$ cat src/rtl/osd_pkg.sv
// Shared OSD decoder defaults, LLR clamp limits and the frame loader state type.
package osd_pkg;

  localparam int N         = 64;
  localparam int BIT_WIDTH = 6;
  localparam int IN_WIDTH  = 8;
  localparam int IDX_W     = $clog2(N);

  localparam logic signed [BIT_WIDTH-1:0] LLR_MAX = BIT_WIDTH'((1 << (BIT_WIDTH-1)) - 1);
  localparam logic signed [BIT_WIDTH-1:0] LLR_MIN = BIT_WIDTH'(-(1 << (BIT_WIDTH-1)));

  typedef enum logic {
    FILL = 1'b0,
    FULL = 1'b1
  } ldr_state_e;

  typedef struct packed {
    logic signed [BIT_WIDTH-1:0] val;
    logic                        sat;
  } llr_sat_t;

  function automatic llr_sat_t llr_sat(input logic signed [IN_WIDTH-1:0] in);
    llr_sat_t r;
    r.val = in[BIT_WIDTH-1:0];
    r.sat = 1'b0;
    if (in > IN_WIDTH'(LLR_MAX)) begin
      r.val = LLR_MAX;
      r.sat = 1'b1;
    end else if (in < IN_WIDTH'(LLR_MIN)) begin
      r.val = LLR_MIN;
      r.sat = 1'b1;
    end
    return r;
  endfunction

endpackage

$ cat src/rtl/osd_llr_sat.sv
// Combinational LLR clamp from IN_WIDTH to BIT_WIDTH with a saturation flag.
module osd_llr_sat #(
  parameter int IN_WIDTH  = osd_pkg::IN_WIDTH,
  parameter int BIT_WIDTH = osd_pkg::BIT_WIDTH
) (
  input  logic signed [IN_WIDTH-1:0]  llr_i,
  output logic signed [BIT_WIDTH-1:0] llr_o,
  output logic                        sat_o
);

  localparam logic signed [IN_WIDTH-1:0] HI = IN_WIDTH'((1 << (BIT_WIDTH-1)) - 1);
  localparam logic signed [IN_WIDTH-1:0] LO = IN_WIDTH'(-(1 << (BIT_WIDTH-1)));

  always_comb begin
    llr_o = llr_i[BIT_WIDTH-1:0];
    sat_o = 1'b0;
    if (llr_i > HI) begin
      llr_o = HI[BIT_WIDTH-1:0];
      sat_o = 1'b1;
    end else if (llr_i < LO) begin
      llr_o = LO[BIT_WIDTH-1:0];
      sat_o = 1'b1;
    end
  end

endmodule

$ cat src/rtl/osd_llr_frame_loader.sv
// Streams saturated LLRs into an N-sample fill buffer and issues whole frames to the OSD core.
// Optional per-frame saturation counter: define OSD_LOADER_SAT_CNT_EN.
module osd_llr_frame_loader #(
  parameter int N         = osd_pkg::N,
  parameter int BIT_WIDTH = osd_pkg::BIT_WIDTH,
  parameter int IN_WIDTH  = osd_pkg::IN_WIDTH,
  parameter int IDX_W     = $clog2(N)
) (
  input  logic                       clk,
  input  logic                       rst_n,
  input  logic                       in_valid,
  output logic                       in_ready,
  input  logic signed [IN_WIDTH-1:0] in_llr,
  input  logic                       in_last,
  input  logic                       dec_busy,
  output logic [N*BIT_WIDTH-1:0]     y,
  output logic                       y_valid,
  output logic                       frame_err,
  output logic [IDX_W:0]             sat_count
);

  import osd_pkg::*;

  localparam logic [IDX_W-1:0] LAST_IDX = IDX_W'(N - 1);

  ldr_state_e                  state_q, state_d;
  logic [IDX_W-1:0]            wr_ptr_q, wr_ptr_d;
  logic signed [BIT_WIDTH-1:0] fill_q [N];
  logic [N*BIT_WIDTH-1:0]      y_q;
  logic                        y_valid_q, y_valid_d;
  logic                        frame_err_q, frame_err_d;
  logic                        accept, last_slot, issue;
  logic signed [BIT_WIDTH-1:0] sat_val;
  logic                        sat_flag;

  osd_llr_sat #(
    .IN_WIDTH (IN_WIDTH),
    .BIT_WIDTH(BIT_WIDTH)
  ) u_sat (
    .llr_i(in_llr),
    .llr_o(sat_val),
    .sat_o(sat_flag)
  );

  assign in_ready  = (state_q == FILL);
  assign accept    = in_valid & in_ready;
  assign last_slot = (wr_ptr_q == LAST_IDX);

  always_comb begin
    state_d     = state_q;
    wr_ptr_d    = wr_ptr_q;
    y_valid_d   = 1'b0;
    frame_err_d = 1'b0;
    issue       = 1'b0;
    case (state_q)
      FILL: begin
        if (accept) begin
          if (in_last && last_slot) begin
            state_d  = FULL;
            wr_ptr_d = '0;
          end else if (in_last || last_slot) begin
            // Short or overlong frame: drop what was collected and restart.
            frame_err_d = 1'b1;
            wr_ptr_d    = '0;
          end else begin
            wr_ptr_d = wr_ptr_q + 1'b1;
          end
        end
      end
      FULL: begin
        if (!dec_busy && !y_valid_q) begin
          issue     = 1'b1;
          y_valid_d = 1'b1;
          state_d   = FILL;
        end
      end
      default: state_d = FILL;
    endcase
  end

  always_ff @(posedge clk or negedge rst_n) begin
    if (!rst_n) begin
      state_q     <= FILL;
      wr_ptr_q    <= '0;
      y_valid_q   <= 1'b0;
      frame_err_q <= 1'b0;
      y_q         <= '0;
    end else begin
      state_q     <= state_d;
      wr_ptr_q    <= wr_ptr_d;
      y_valid_q   <= y_valid_d;
      frame_err_q <= frame_err_d;
      if (issue) begin
        for (int i = 0; i < N; i++) begin
          y_q[i*BIT_WIDTH +: BIT_WIDTH] <= fill_q[i];
        end
      end
    end
  end

  // Fill buffer is pure data; a reset simply abandons its contents.
  always_ff @(posedge clk) begin
    if (accept) begin
      fill_q[wr_ptr_q] <= sat_val;
    end
  end

`ifdef OSD_LOADER_SAT_CNT_EN
  localparam logic [IDX_W:0] CNT_MAX = '1;

  logic [IDX_W:0] sat_cnt_q, sat_cnt_d;
  logic [IDX_W:0] sat_count_q;

  always_comb begin
    sat_cnt_d = sat_cnt_q;
    if (frame_err_d) begin
      sat_cnt_d = '0;
    end else if (accept) begin
      if (wr_ptr_q == '0) begin
        sat_cnt_d = {{IDX_W{1'b0}}, sat_flag};
      end else if (sat_flag && (sat_cnt_q != CNT_MAX)) begin
        sat_cnt_d = sat_cnt_q + 1'b1;
      end
    end
  end

  always_ff @(posedge clk or negedge rst_n) begin
    if (!rst_n) begin
      sat_cnt_q   <= '0;
      sat_count_q <= '0;
    end else begin
      sat_cnt_q <= sat_cnt_d;
      if (issue) begin
        sat_count_q <= sat_cnt_q;
      end
    end
  end

  assign sat_count = sat_count_q;
`else
  logic sat_unused;
  assign sat_unused = sat_flag;
  assign sat_count  = '0;
`endif

  assign y         = y_q;
  assign y_valid   = y_valid_q;
  assign frame_err = frame_err_q;

endmodule

$ cat config.mk
export PLATFORM = sky130hd
export DESIGN_NAME = osd_llr_frame_loader
export DESIGN_NICKNAME = d
export VERILOG_FILES = /design/src/rtl/osd_pkg.sv /design/src/rtl/osd_llr_sat.sv /design/src/rtl/osd_llr_frame_loader.sv
export SDC_FILE = /design/constraint.sdc
export NUM_CORES = 1
export LEC_CHECK = 0
export ABC_AREA = 1
export CORE_ASPECT_RATIO = 1.75
export CORE_MARGIN = 2
export CORE_UTILIZATION = 35
export CTS_CLUSTER_SIZE = 16
export DETAILED_ROUTE_END_ITERATION = 8
export REMOVE_ABC_BUFFERS = 1
export SYNTH_ARGS = -nofsm -noshare
export SYNTH_HDL_FRONTEND = slang
export SYNTH_SLANG_ARGS = --single-unit
$ cat constraint.sdc
create_clock -name clk -period 5.5 [get_ports clk]
set_input_delay 0.55 -clock clk [delete_from_list [all_inputs] [get_ports clk]]
set_output_delay 0.55 -clock clk [all_outputs]
set_load 0.05 [all_outputs]
==> qor.yml <==
clock_tree:
  h-tree-depth: 3
  cts_root_buf: "clkbuf_16"
  clk_latency_ns: 0.61
  cts_sinks: 777
  clk_path_buf_depth: 3
  post_cts_resized: 0
  path_clk_slew_ns: 0.07
  postCtsSetupRepairBufs: 0
  cts_inserted_buffers: 72
  cts_tree: "done"
timing:
  finClkSkew_ns: 0.0137
  hold_viol_final: 0
  relSlewSlack_pct: 24.0
  fmaxAchievable_ghz: 0.332
  setup_ws_ns: 2.49
  post-route-min-period_ns: 3.01
  finalMaxSlewViolations: 0
  holdWs_ns: 0.434
  min_period_over_period_pct: 54.8
  rsz0062_at_grt: "false"
  setup_viol: 0
  tns_ns: 0
  worst_pin_slew_ns: 1.13
yosys:
  synthTopCellsByArea: "edfxtp_1, dfrtp_1, nand2_1, buf_4, nor2_1"
  synth_area_per_cell_um2: 12.3
  netlist.area_leader.share_pct: 42.8
  synth_area_um2: 27000
  yosysSeqAreaShare_pct: 79.2
  synth_cell_type_count: 22
  synth_top_area_cell: "edfxtp_1"
  yosysWarnings: 0
  synthCells: 2185
  synth-seq-cells: 777
placement:
  placed_cell_area_um2: 32000
  io_buffers: 399
  dp.cells: 3536
  gp_congestion: 0.783
  dp_slack_ns: 1.73
  dp_hpwl_um: 44300
run_status:
  status: "completed"
worst_setup_path:
  crit_required_ns: 5.74
  worstPathMaxFanout: 16
  start_kind: "input port"
  crit_path_end_kind: "flip-flop"
  critical_path_arrival_ns: 3.26
  crit_type: "in -> reg"
route:
  drt_iter0_drc: 1215
  vias: 16800
  finalWirelength_um: 71900
  dr.pass1.iters: 6
  vias_per_cell: 4.58
  wl_per_cell_um: 19.6
  drc: 0
  ant_nets: 0
die:
  rows: 134
  initial_core_util_pct: 35.4
  pin_count: 407
  die_area_um2: 79400
  die_w_um: 214
  die_y_um: 371
  core_area_um2: 76300
pwr:
  pwr_density_cell_nw_per_um2: 399
  leakage_nw: 15.0
  total_power_mw: 13.8
  ir_worst_vdd_mv: 0.233
global_route:
  grt_pass1_vias: 17400
  grt_max_degree: 216
  track_usage_pct: 18.3
  grt_pass1_wl_um: 108000
  antenna_found_initial: 0
  gr-total-overflow: 0
finish:
  stdcell_area_um2: 34500
  drive_gt1_share_pct: 5.85
  fin_nets: 2607
  areaGrowthSynthToFinish_pct: 27.9
  final_util_pct: 45.2
  fin_cells: 3670
  antenna_cells: 0
  multi_input_area_um2: 5020
  seqCellArea_um2: 21400
  fillers: 6951
worst_hold_path:
  hold_path.class: "reg -> reg"
run:
  drv_cap: 0
## repair_timing
item	CTS	global route
hold buffers	1	0
endpoints found under the setup margin	0	0
hold endpoints to repair	82	0
## synthesized netlist by cell type
cell,number
nor2_2,2
a21oi_1,8
nand2_2,1
buf_6,1
nand4_1,4
clkbuf_1,15
nand3_2,1
buf_2,34
buf_4,46
nand3_1,11
inv_1,24
ha_1,3
edfxtp_1,384
o21ai_0,4
o22ai_1,1
inv_2,2
dfrtp_1,393
nor2_1,69
nor3_1,7
nand2_1,1173
conb_1,1
nand4_2,1
## path summary, 6_finish.rpt
kind,cells after the start,slack [ns],start,endpoint
worst max-delay path,5,2.49,in_valid,fill_q[3][4]
min in group asynchronous,2,0.50,rst_n,y[98]
worst max register to register,3,2.62,state_q,fill_q[3][4]
worst min-delay path,2,0.43,fill_q[50][1],y[301]
max in group asynchronous,3,3.61,rst_n,y[15]
worst min register to register,2,0.43,fill_q[50][1],y[301]
## state kept, by name, summed over array words and instances, names as in the netlist
signal,cells
fill_q,384
y,384
wr_ptr_q,6
frame_err,1
state_q,1
y_valid,1
## worst max-delay path, cell delays in order
cell and delay (ns):
clkdlybuf4s50_1 0.61, inv_1 0.08, nor2_2 0.48, nand4_1 0.81
nor2_1 0.72
## where the power goes
| group | internal, mW | switching (mW) | leakage (nW) |
|---|---|---|---|
| logic | 0.530 | 1.39 | 5.11 |
| clock network | 3.03 | 2.19 | 1.23 |
| registers | 6.41 | 0.200 | 8.61 |
## layout by cell type (no fill, tap or decap), drive strengths merged
| master | netlist | layout |
|---|---|---|
| a21oi | 8 | 8 |
| buf | 81 | 24 |
| bufinv | 0 | 7 |
| clkbuf | 15 | 99 |
| clkdlybuf4s50 | 0 | 397 |
| clkinv | 0 | 21 |
| clkinvlp | 0 | 3 |
| conb | 1 | 7 |
| dfrtp | 393 | 393 |
| dlygate4sd3 | 0 | 1 |
| edfxtp | 384 | 384 |
| ha | 3 | 3 |
| inv | 26 | 29 |
| nand2 | 1174 | 1174 |
| nand3 | 12 | 12 |
| nand4 | 5 | 5 |
| nor2 | 71 | 71 |
| nor3 | 7 | 7 |
| o21ai | 4 | 4 |
| o22ai | 1 | 1 |
## final cells by class
cell class,count,share of cell area [%]
well taps,1020,3.70
multi-input cells,1292,14.6
clock inverters,34,1.10
inverters,26,0.305
repair buffers,422,12.3
clock buffers,99,6.11
flip-flops and latches,777,62.0
## metal layers
layer	share of wire (%)	GRT usage, %	wire (um)
met1	40	22.2	28700
met4	3.1	6.70	2240
met5	0	0	0
met3	6.2	4.00	4430
met2	51	31.9	36500
## cells by family after synthesis
group / count (synthesis) / synth area share, %
AND/OR/NAND/NOR: 1269 / 17.9
flip-flops: 777 / 79.2
buffers and inverters: 122 / 2.52
AO/OA/AOI/OAI: 13 / 0.246
adder cells (fa/ha/maj): 3 / 0.139
other: 1 / 0.0139
No activity file was read; power rests on OpenSTA's default activity.
==> RTL change, RTL diff (same flow settings) <==
Add a define of `OSD_LOADER_SAT_CNT_EN`.
--- a/src/rtl/osd_llr_frame_loader.sv
+++ b/src/rtl/osd_llr_frame_loader.sv
@@ -1,5 +1,7 @@
 // Streams saturated LLRs into an N-sample fill buffer and issues whole frames to the OSD core.
 // Optional per-frame saturation counter: define OSD_LOADER_SAT_CNT_EN.
+`define OSD_LOADER_SAT_CNT_EN
+
 module osd_llr_frame_loader #(
   parameter int N         = osd_pkg::N,
   parameter int BIT_WIDTH = osd_pkg::BIT_WIDTH,
Check against the original RTL: no difference found for any inputs over 4 cycles, from zero or initial values and one cycle with rst_n low; that may be too few to reach the edited logic, so the function may still have changed.
==> RTL change against the unedited design <==
Design area rose by 2.4%; global-route usage barely moved; routed wire length rose by 2.4%; sequential cell count rose by 14; area after synthesis rose by 2.5%; critical path depth did not move; setup slack improved by 180 ps; power rose by 0.14%; largest power group unchanged.
==> RTL change: results <==
group,metric,value,unit
critical_path,crit_path_top_delay_cell,"nand4_1",
clocking,cts_resized,0,
final_layout,multi_input_area,5346,µm²
hold_path,hold_depth,1,
final_layout,final_nets,2691,
route,num_vias,17360,
final_layout,drive_gt1_share,5.999,%
synthesis,synth_edf_count,384,
global_route,grt_max_degree,217,
synthesis,synth_warnings,0,
synthesis,synthFlopType,"dfrtp_1",
critical_path,r2r-end,"fill_q[36][1]",
place,dp_hpwl,44.59,mm
place,port_buffers,406,
hold_path,hold_class,"in -> reg",
power_and_ir_drop,leakage,15.31,nW
power_and_ir_drop,sw_frac_of_total,26.77,%
hold_path,hp-start,"in_llr[7]",
timing,relSlewSlack,13.00,%
global_route,grt_pass1_vias,17980,
route,drtPass1Iterations,5,
place,place_inst,3632,
critical_path,cpLargestDelayFamily,"simple AND/OR/NAND/NOR gates",
power_and_ir_drop,pg_clk,0.00536,W
synthesis,synthArstFlopShare,51.45,%
hold_path,hold_path_end,"fill_q[16][5]",
final_layout,stdcell_count,3772,
critical_path,r2r_slack,2670,ps
critical_path,r2r_cells,5,
final_layout,fillers,7121,
global_route,antenna_found_initial,0,
place,pre_cts_slack,1993,ps
global_route,track_usage,18.37,%
clocking,cts_buffer_depth,3,
critical_path,r2r-start,"state_q",
route,routedWlPerCell,19.50,µm
synthesis,synth_common_cells,"1220 x nand2_1, 407 x dfrtp_1, 384 x edfxtp_1, 69 x nor2_1, 60 x buf_2",
global_route,grt_pass1_wl,111.5,mm
clocking,cts_inserted_buffers,73,
power_and_ir_drop,vdd_drop_max,260.7,µV
synthesis,synth_area_leaders,"edfxtp_1 42%, dfrtp_1 37%, nand2_1 17%, buf_2 1.1%, nor2_1 0.94%",
place,gp_congestion,0.7749,
critical_path,worstPathArrival,3100,ps
place,dpl_cell_area,32700,µm²
timing,period_minus_slack,2834,ps
synthesis,synth_cell_types,31,
synthesis,avgSynthCellArea,12.18,µm²
power_and_ir_drop,seqPwrFrac,48.5,%
clocking,clk_latency,650,ps
critical_path,cp_max_fo,17,
clocking,ctsHtreeMaxLevel,3,
timing,finClkSkew,22.14,ps
outcome,status,"finished clean",
timing,hold_ws,402.3,ps
route,drt_iter0_drc,1212,
power_and_ir_drop,internal_power,0.01009,W
critical_path,path_class,"reg -> reg",
synthesis,ys_seq_area_share,78.56,%
## RTL change: repair_timing
action,CTS,global route
hold buffers,1,0
hold endpoints to repair,71,0
buffers inserted,0,0
## RTL change: kinds of logic (layout without fill, tap and decap cells)
group | after synthesis | count (layout) | synth area share [%]
xor+xnor | 1 | 1 | 0.03169
buf+inv | 121 | 585 | 2.281
simple gates | 1334 | 1334 | 18.50
other cells | 0 | 3 | 0
compound gates | 18 | 18 | 0.4029
fa+ha+maj | 5 | 5 | 0.2263
flops | 791 | 791 | 78.56
## RTL change: layer usage
metal | vias to the layer above | GRT usage (%) | wire length, µm
met1 | 8605 | 22.60 | 30100
met5 | - | 0 | 0
met4 | 0 | 8.232 | 2872
met3 | 119 | 3.883 | 3935
li1 | 8101 | - | -
met2 | 538 | 31.05 | 36660
## RTL change: final cells by class
type                       count  area share [%]
tap                         1035           3.668
clock buffer                 100           6.102
clock inverter                36           1.223
sequential                   791           61.50
multi-input combinational   1358           15.14
antenna                        3         0.02126
timing repair buffer         419           11.98
inverter                      30          0.3615
